<file path="src/rtl/instr_loader_pkg.sv">
// instr_loader_pkg
//   Shared definitions for the instruction-memory boot loader: the loader
//   state encoding, default status bytes and counter widths.
package instr_loader_pkg;

    typedef enum logic [2:0] {
        ST_LEN  = 3'd0,
        ST_DATA = 3'd1,
        ST_ACK  = 3'd2,
        ST_RUN  = 3'd3,
        ST_ERR  = 3'd4
    } state_e;

    localparam logic [7:0] ACK_BYTE_DEF = 8'hAA;
    localparam logic [7:0] ERR_BYTE_DEF = 8'hEE;

    localparam int BCNT_W = 2;   // byte position inside a 32-bit word
    localparam int WIDX_W = 16;  // loaded-word index
    localparam int WORD_W = 32;

endpackage

</file>
<file path="src/rtl/instr_loader_byte_assembler.sv">
// byte_assembler
//   Packs a byte stream into little-endian 32-bit words (first byte -> [7:0]).
//   Ports:
//     clk, rst    clock, asynchronous active-high reset
//     clear       drop any partial word and restart at byte 0
//     byte_valid  byte_data is valid this cycle
//     byte_data   incoming byte
//     word_valid  1-cycle pulse, same cycle as the 4th byte of a word
//     word        assembled word, valid while word_valid is high
module byte_assembler
    import instr_loader_pkg::*;
(
    input  logic              clk,
    input  logic              rst,
    input  logic              clear,
    input  logic              byte_valid,
    input  logic [7:0]        byte_data,
    output logic              word_valid,
    output logic [WORD_W-1:0] word
);

    logic [BCNT_W-1:0] bcnt_q, bcnt_d;
    logic [23:0]       shreg_q, shreg_d;

    // Only the first three bytes need storage; the fourth is used straight
    // from the input so the word is available in the cycle it completes.
    assign word       = {byte_data, shreg_q};
    assign word_valid = byte_valid && !clear && (bcnt_q == BCNT_W'(3));

    always_comb begin
        bcnt_d  = bcnt_q;
        shreg_d = shreg_q;
        if (clear) begin
            bcnt_d = '0;
        end else if (byte_valid) begin
            bcnt_d  = bcnt_q + BCNT_W'(1);  // wraps 3 -> 0 at word end
            shreg_d = {byte_data, shreg_q[23:8]};
        end
    end

    always_ff @(posedge clk or posedge rst) begin
        if (rst) begin
            bcnt_q  <= '0;
            shreg_q <= '0;
        end else begin
            bcnt_q  <= bcnt_d;
            shreg_q <= shreg_d;
        end
    end

endmodule

</file>
<file path="src/rtl/instr_loader.sv">
// instr_loader
//   Boot-time sequencer: receives a length-prefixed program image over the
//   UART byte stream, writes it into instruction memory through the I/O-side
//   port, returns a status byte and then releases the processor.
//   Ports:
//     clk, rst             clock, asynchronous active-high reset
//     rx_valid, rx_data    received byte stream (1-cycle pulse per byte)
//     tx_valid, tx_ready,
//     tx_data              status byte handshake towards the UART transmitter
//     reload               synchronous restart of the load from any state
//     mem_we, mem_io_sel,
//     mem_addr, mem_din    instruction memory I/O-side write port
//     cpu_run              1 releases the processor from hold
module instr_loader
    import instr_loader_pkg::*;
#(
    parameter int unsigned DEPTH_WORDS = 32768,
    parameter logic [31:0] BASE_ADDR   = 32'h0,
    parameter logic [7:0]  ACK_BYTE    = ACK_BYTE_DEF,
    parameter logic [7:0]  ERR_BYTE    = ERR_BYTE_DEF
) (
    input  logic        clk,
    input  logic        rst,
    input  logic        rx_valid,
    input  logic [7:0]  rx_data,
    output logic        tx_valid,
    input  logic        tx_ready,
    output logic [7:0]  tx_data,
    input  logic        reload,
    output logic        mem_we,
    output logic        mem_io_sel,
    output logic [31:0] mem_addr,
    output logic [31:0] mem_din,
    output logic        cpu_run
);

    state_e              state_q;
    logic [WORD_W-1:0]   len_q;
    logic [WIDX_W-1:0]   widx_q;
    logic [WIDX_W-1:0]   widx_d;
    logic                we_q, io_sel_q, run_q, txv_q;
    logic [31:0]         addr_q, din_q;
    logic [7:0]          txd_q;

    logic                asm_valid;
    logic                word_valid;
    logic [WORD_W-1:0]   word;

    // Bytes are only consumed while collecting length or data; a byte in the
    // same cycle as reload is dropped so it cannot start the new image.
    assign asm_valid = rx_valid && !reload && (state_q == ST_LEN || state_q == ST_DATA);
    assign widx_d    = widx_q + WIDX_W'(1);

    byte_assembler u_asm (
        .clk        (clk),
        .rst        (rst),
        .clear      (reload),
        .byte_valid (asm_valid),
        .byte_data  (rx_data),
        .word_valid (word_valid),
        .word       (word)
    );

    always_ff @(posedge clk or posedge rst) begin
        if (rst) begin
            state_q  <= ST_LEN;
            len_q    <= '0;
            widx_q   <= '0;
            we_q     <= 1'b0;
            io_sel_q <= 1'b1;
            run_q    <= 1'b0;
            addr_q   <= BASE_ADDR;
            din_q    <= '0;
            txv_q    <= 1'b0;
            txd_q    <= '0;
        end else begin
            // Write strobe is a single-cycle pulse; an already registered
            // write still completes even if reload arrives during it.
            we_q <= 1'b0;
            if (reload) begin
                state_q  <= ST_LEN;
                widx_q   <= '0;
                run_q    <= 1'b0;
                io_sel_q <= 1'b1;
                txv_q    <= 1'b0;
            end else begin
                case (state_q)
                    ST_LEN: begin
                        if (word_valid) begin
                            len_q <= word;
                            if (word > DEPTH_WORDS) begin
                                state_q <= ST_ERR;
                                txv_q   <= 1'b1;
                                txd_q   <= ERR_BYTE;
                            end else if (word == '0) begin
                                state_q <= ST_ACK;
                                txv_q   <= 1'b1;
                                txd_q   <= ACK_BYTE;
                            end else begin
                                state_q <= ST_DATA;
                                widx_q  <= '0;
                            end
                        end
                    end
                    ST_DATA: begin
                        if (word_valid) begin
                            we_q   <= 1'b1;
                            din_q  <= word;
                            addr_q <= BASE_ADDR + {{(32-WIDX_W-2){1'b0}}, widx_q, 2'b00};
                            widx_q <= widx_d;
                            // Last word: status goes out alongside its write.
                            if ({{(WORD_W-WIDX_W){1'b0}}, widx_d} == len_q) begin
                                state_q <= ST_ACK;
                                txv_q   <= 1'b1;
                                txd_q   <= ACK_BYTE;
                            end
                        end
                    end
                    ST_ACK: begin
                        if (tx_ready) begin
                            txv_q    <= 1'b0;
                            state_q  <= ST_RUN;
                            io_sel_q <= 1'b0;
                            run_q    <= 1'b1;
                        end
                    end
                    ST_ERR: begin
                        // Processor stays held; only reload or rst leaves here.
                        if (txv_q && tx_ready) begin
                            txv_q <= 1'b0;
                        end
                    end
                    default: ;  // ST_RUN: memory belongs to the processor
                endcase
            end
        end
    end

    assign mem_we     = we_q;
    assign mem_io_sel = io_sel_q;
    assign mem_addr   = addr_q;
    assign mem_din    = din_q;
    assign cpu_run    = run_q;
    assign tx_valid   = txv_q;
    assign tx_data    = txd_q;

endmodule

</file>
<file path="config.mk">
export PLATFORM = sky130hd
export DESIGN_NAME = instr_loader
export DESIGN_NICKNAME = d
export VERILOG_FILES = /design/src/rtl/instr_loader_pkg.sv /design/src/rtl/instr_loader_byte_assembler.sv /design/src/rtl/instr_loader.sv
export SDC_FILE = /design/constraint.sdc
export NUM_CORES = 1
export LEC_CHECK = 0
export ABC_AREA = 1
export BUFFER_PORTS_ARGS = -buffer_cell sky130_fd_sc_hd__buf_2
export CORE_MARGIN = 10
export CORE_UTILIZATION = 30
export CTS_BUF_LIST = sky130_fd_sc_hd__clkbuf_8
export DETAILED_ROUTE_END_ITERATION = 7
export GPL_ROUTABILITY_DRIVEN = 0
export SLEW_MARGIN = 30
export SYNTH_ARGS = -nofsm -noshare
export SYNTH_HDL_FRONTEND = slang
export SYNTH_SLANG_ARGS = --single-unit
</file>
<file path="constraint.sdc">
create_clock -name clk -period 5.9 [get_ports clk]
set_input_delay 1.18 -clock clk [delete_from_list [all_inputs] [get_ports clk]]
set_output_delay 1.18 -clock clk [all_outputs]
set_load 0.02 [all_outputs]
</file>
# After elaboration in Yosys (flattened, before gate mapping)
# Index checks and enable logic that the tools add are counted.
# Widths: inputs -> output; s select.
# totals
ff_bits	137
latch_bits	0
mem_bits_rw	0
romBits	0
input_bits	13
output_inout_bits	76
wordCells	96
mem_count	0
# op_classes
add_sub_neg	2
mul	0
div	0
n_lt_le_gt_ge	1
eq_ne	17
n_shift	0
mux	39
bitwise_logic	1
reduce_logical	24
# op_table
operator	n
$mux 16	5
$mux 8	5
$eq 16x32->1	1
$gt 32x16->1 const B	1
$logic_not 32->1	1
$pmux 16 s2	1
$mux 3	6
$add 16x1->16 const B	1
$mux 1	16
$pmux 8 s2	1
$ne 3x3->1 const B	4
$reduce_and 5->1	2
$ne 3x2->1 const B	3
$pmux 3 s3	1
$reduce_bool 2->1	4
$reduce_and 7->1	1
$mux 2	3
$ne 2x1->1 const B	3
$reduce_and 3->1	2
$reduce_and 6->1	1
$logic_and 1x1->1	5
$reduce_bool 5->1	1
$ne 4x2->1 const B	1
$pmux 1 s4	1
13 further kinds	14

# Longest topological paths before layout
# depth
ltp_word	8
mapped_depth	17

# By module
# From an unflattened synthesis, not the netlist that was laid out.
# hier_totals
cells_unflattened	752
hier_area_um2	6309.8
# by_module_without_submodules
module	instances	cells_per_inst	area_each_um2
instr_loader	1	625	5049.8
byte_assembler	1	127	1260.0

# Worst setup path after synthesis
# Ideal clock, no wire load.
# synth_path
kind	input-to-reg
from	input reload
to	register din_q[14], in the netlist mem_din[14]
setup_ns	0.130
arrival_time_ns	2.362
required_ns	5.770
path_slack_ns	3.407
stages	11
path_buffers	3
cell_sequence	buf_2 inv_1 nand3_2 inv_2 nand2_1 inv_2 nand2_2 buf_2 buf_2 nand2_1 o21ai_0
# synth_between
elab_chain_cells	6
# synth_lines
item	line	rtl
start: declaration	instr_loader.sv:29	input logic reload,
$logic_not 1->1	instr_loader_byte_assembler.sv:28, instr_loader.sv:51	
$logic_and 1x1->1 (2 in a row)	instr_loader.sv:51	assign asm_valid = rx_valid && !reload && (state_q == ST_LEN || state_q == ST_DATA);
$logic_and 1x1->1 (2 in a row)	instr_loader_byte_assembler.sv:28	assign word_valid = byte_valid && !clear && (bcnt_q == BCNT_W'(3));
$reduce_and 3->1 (no source line) (*)	n/a	
end signal: assignment	instr_loader.sv:108	din_q <= word;
end: declaration	instr_loader.sv:42	logic [31:0] addr_q, din_q;
# Mark *: on every way between the ends. The rest lies on a longest branch, timed or not.
# A chain may end at the register's enable or synchronous reset.

# Worst setup path after layout
# layout_path
from	input reload
to	register widx_q[3]
# layout_between
elab_chain_cells	7
# layout_lines
item	line	rtl
$logic_not 1->1	instr_loader_byte_assembler.sv:28, instr_loader.sv:51	
$logic_and 1x1->1 (2 in a row)	instr_loader.sv:51	
$logic_and 1x1->1 (2 in a row)	instr_loader_byte_assembler.sv:28	
$ne 3x2->1 (no source line)	n/a	
$reduce_and 5->1 (no source line)	n/a	
end signal: assignment	instr_loader.sv:110	widx_q <= widx_d;
end: declaration	instr_loader.sv:39	logic [WIDX_W-1:0] widx_q;
# Several ways; a longest one is shown, not always the timed one.

==> impl_metrics.json <==
{
  "final_cell_area_mm2": 0.00701,
  "synth.mux.area_fraction": 0,
  "post-route-drc-count": 0,
  "required_ns": 6.25,
  "outcome": "finished clean",
  "post_cts_buffers": 0,
  "synth_compound_area_frac": 0.109,
  "placed_cell_area_mm2": 0.00658,
  "drt_wl_total_mm": 14.8,
  "cp-start-kind": "input pin",
  "io_pins": 89,
  "drive_gt1_frac": 0.156,
  "yosys-top-cells-area": "dfrtp_1, nand2_1, o21ai_0",
  "placedCellCount": 1051,
  "clockRootBuffer": "clkbuf_8",
  "ff2ff_path_depth": 11,
  "setup_viol": 0,
  "areaGrowthSynthToFinish_pct": 15.3,
  "num_vias": 4799,
  "end_kind": "flop",
  "hpwl_mm": 10.7,
  "seq_area_mm2": 0.00328,
  "n_fill_cell": 2125,
  "power_w": 0.00211,
  "cts_tree": "done",
  "setup_ws_ns": 2.66,
  "min_to": "mem_addr[11]",
  "vdd_drop_max_v": 0.000131,
  "postRouteAntennaNets": 0,
  "layout.nets": 815,
  "yosysSeqAreaShare": 0.540,
  "antenna_found_initial": 0,
  "reg2reg_slack_ns": 3.01,
  "postCtsHoldBufs": 0,
  "fp.dieH_um": 162,
  "synth_top_cell_by_area": "dfrtp_1",
  "hold_path.startpoint": "mem_addr[11]",
  "routed_via_density": 4.44,
  "avgSynthCellArea_um2": 8.23,
  "synth_common_cells": "nand2_1, dfrtp_1, o21ai_0",
  "dieArea_mm2": 0.0263,
  "synth-main-ff-cell": "dfrtp_1",
  "synth_top_area_share": 0.535,
  "maxCapViolCount": 0,
  "finalClockSkew_ns": 0.0156,
  "worst_slew_pin_slew_ns": 0.833,
  "synth_cell_types": 31,
  "hold_viol": 0,
  "multiInputGateArea_mm2": 0.00228,
  "hold_depth": 2,
  "yosysWarnings": 0,
  "syn_inst": 738,
  "syn-cell-area_mm2": 0.00608,
  "critPathKind": "in -> reg",
  "layout.cells.non_filler": 1082,
  "wire_per_inst_um": 13.7,
  "async_flop_share": 1.00,
  "slew_headroom": 0.444,
  "layout_min_cycle_time_ns": 3.24,
  "p_leak_nw": 3.45,
  "yosys.area_share.simple": 0.246,
  "ys_seq_elements": 131,
  "rsz0062_at_grt": "no",
  "grt_remaining_overflow": 0,
  "clock-sinks": 131,
  "dieWidth_um": 162,
  "track_usage": 0.116,
  "grt_pass1_wl_mm": 24.4,
  "fmax_mhz": 309,
  "io_buffers": 70,
  "fin_tns_setup_ns": 0,
  "critPathMaxFanout": 104,
  "grt_pass1_vias": 4752,
  "drv_slew": 0,
  "cts_buffers": 17,
  "cts.clk_slew.worst_paths_ns": 0.07,
  "synth_xor_area_frac": 0.00432,
  "hold_path_class": "reg -> reg",
  "num_rows": 52,
  "clk-insertion-delay-late_ns": 0.46,
  "synth_top_family_by_area": "simple AND/OR/NAND/NOR gates",
  "synth_edf_count": 0,
  "grt_max_degree": 105,
  "drtIter0Drc": 285,
  "timing.rr.end": "widx_q[3]",
  "powerDensity_mw_per_mm2": 302,
  "clockBufferDepth": 2,
  "finalCritPeriodShare": 0.549,
  "coreArea_mm2": 0.0201,
  "synthAdderAreaFrac": 0.00412,
  "detail_route.first_pass.iterations": 5,
  "critPathArrivalTime_ns": 3.59,
  "r2r_start": "state_q[0]",
  "cts.htree.levels": 4,
  "pre_cts_ws_ns": 1.97,
  "diodes": 0,
  "synth_most_common_cell": "nand2_1",
  "ctsResizeCount": 0,
  "start_util": 0.302
}
-- per-layer routing --
layer | GRT usage | part of all wire | routed length, um
met3 | 0.0392 | 0.061 | 903
met5 | 0 | 0 | 0
met2 | 0.191 | 0.47 | 6990
met4 | 0.0443 | 0.014 | 212
met1 | 0.138 | 0.45 | 6680
-- state kept, by name, summed over array words and instances, names as in the netlist, 2 cells and up --
signal,cells
len_q,32
mem_din,32
u_asm.shreg_q,24
mem_addr,16
widx_q,16
state_q,3
tx_data,2
u_asm.bcnt_q,2
-- placed cells by master, fill, tap and decap left out, drive strengths merged --
cell / netlist / layout
inv: 82 / 84
buf: 32 / 73
dfrtp: 130 / 130
nand2: 217 / 217
nor2: 45 / 45
and2: 2 / 2
o22ai: 6 / 6
clkbuf: 15 / 19
nor4: 1 / 1
xor2: 3 / 3
ha: 2 / 2
bufinv: 0 / 3
conb: 1 / 18
nor3: 7 / 7
dfstp: 1 / 1
nand4: 14 / 14
nand3: 49 / 49
clkinvlp: 0 / 2
o21ai: 118 / 118
a31oi: 1 / 1
nand3b: 6 / 6
a21oi: 5 / 5
clkinv: 1 / 6
-- metrics by stage --
step	utilization	hold slack, ns
after floorplan	-	0.453
after global placement	0.327	0.464
after detailed placement	0.327	0.469
after CTS	0.348	0.488
after global routing	0.349	0.507
final	0.349	0.481
-- layout make-up --
cell class	instances	share of cell area
clock buffers	19	0.0373
clock inverters	12	0.0225
inverters	83	0.0448
multi-input cells	494	0.326
flip-flops and latches	131	0.468
well taps	270	0.0482
repair buffers	73	0.0532
-- logic make-up after synthesis --
family | after synthesis
adders and majority gates | 2
buffers and inverters | 130
AOI/OAI and AO/OA | 130
other | 1
xor gates and xnor gates | 3
and+or+nand+nor | 341
DFF | 131
-- worst max-delay path, cell delays in order --
cell,delay [ns]
buf_2,0.16
inv_1,0.20
nand3_2,0.68
inv_2,0.21
nand2_1,0.10
inv_2,0.15
nand2_8,0.31
inv_2,0.34
nand3_1,0.10
o21ai_1,0.10
-- power breakdown --
| group | total [W] | internal [W] | leakage, nW | switching, W |
|---|---|---|---|---|
| logic | 0.000282 | 0.0000825 | 1.46 | 0.000200 |
| registers | 0.00103 | 0.000976 | 1.78 | 0.0000516 |
| clock network | 0.000803 | 0.000439 | 0.210 | 0.000364 |
-- worst max-delay path by stage --
stage	depth (start not counted)	end	slack [ns]	start
6_report	10	widx_q[3]	2.66	reload
3_5_place_dp	10	widx_q[3]	1.97	reload
2_1_floorplan	1	cpu_run	1.22	rst
4_1_cts	10	widx_q[3]	2.41	reload
3_3_place_gp	10	widx_q[14]	2.01	reload
5_1_grt	10	widx_q[3]	2.35	reload
Note: power is estimated with default switching activity, not from simulation.
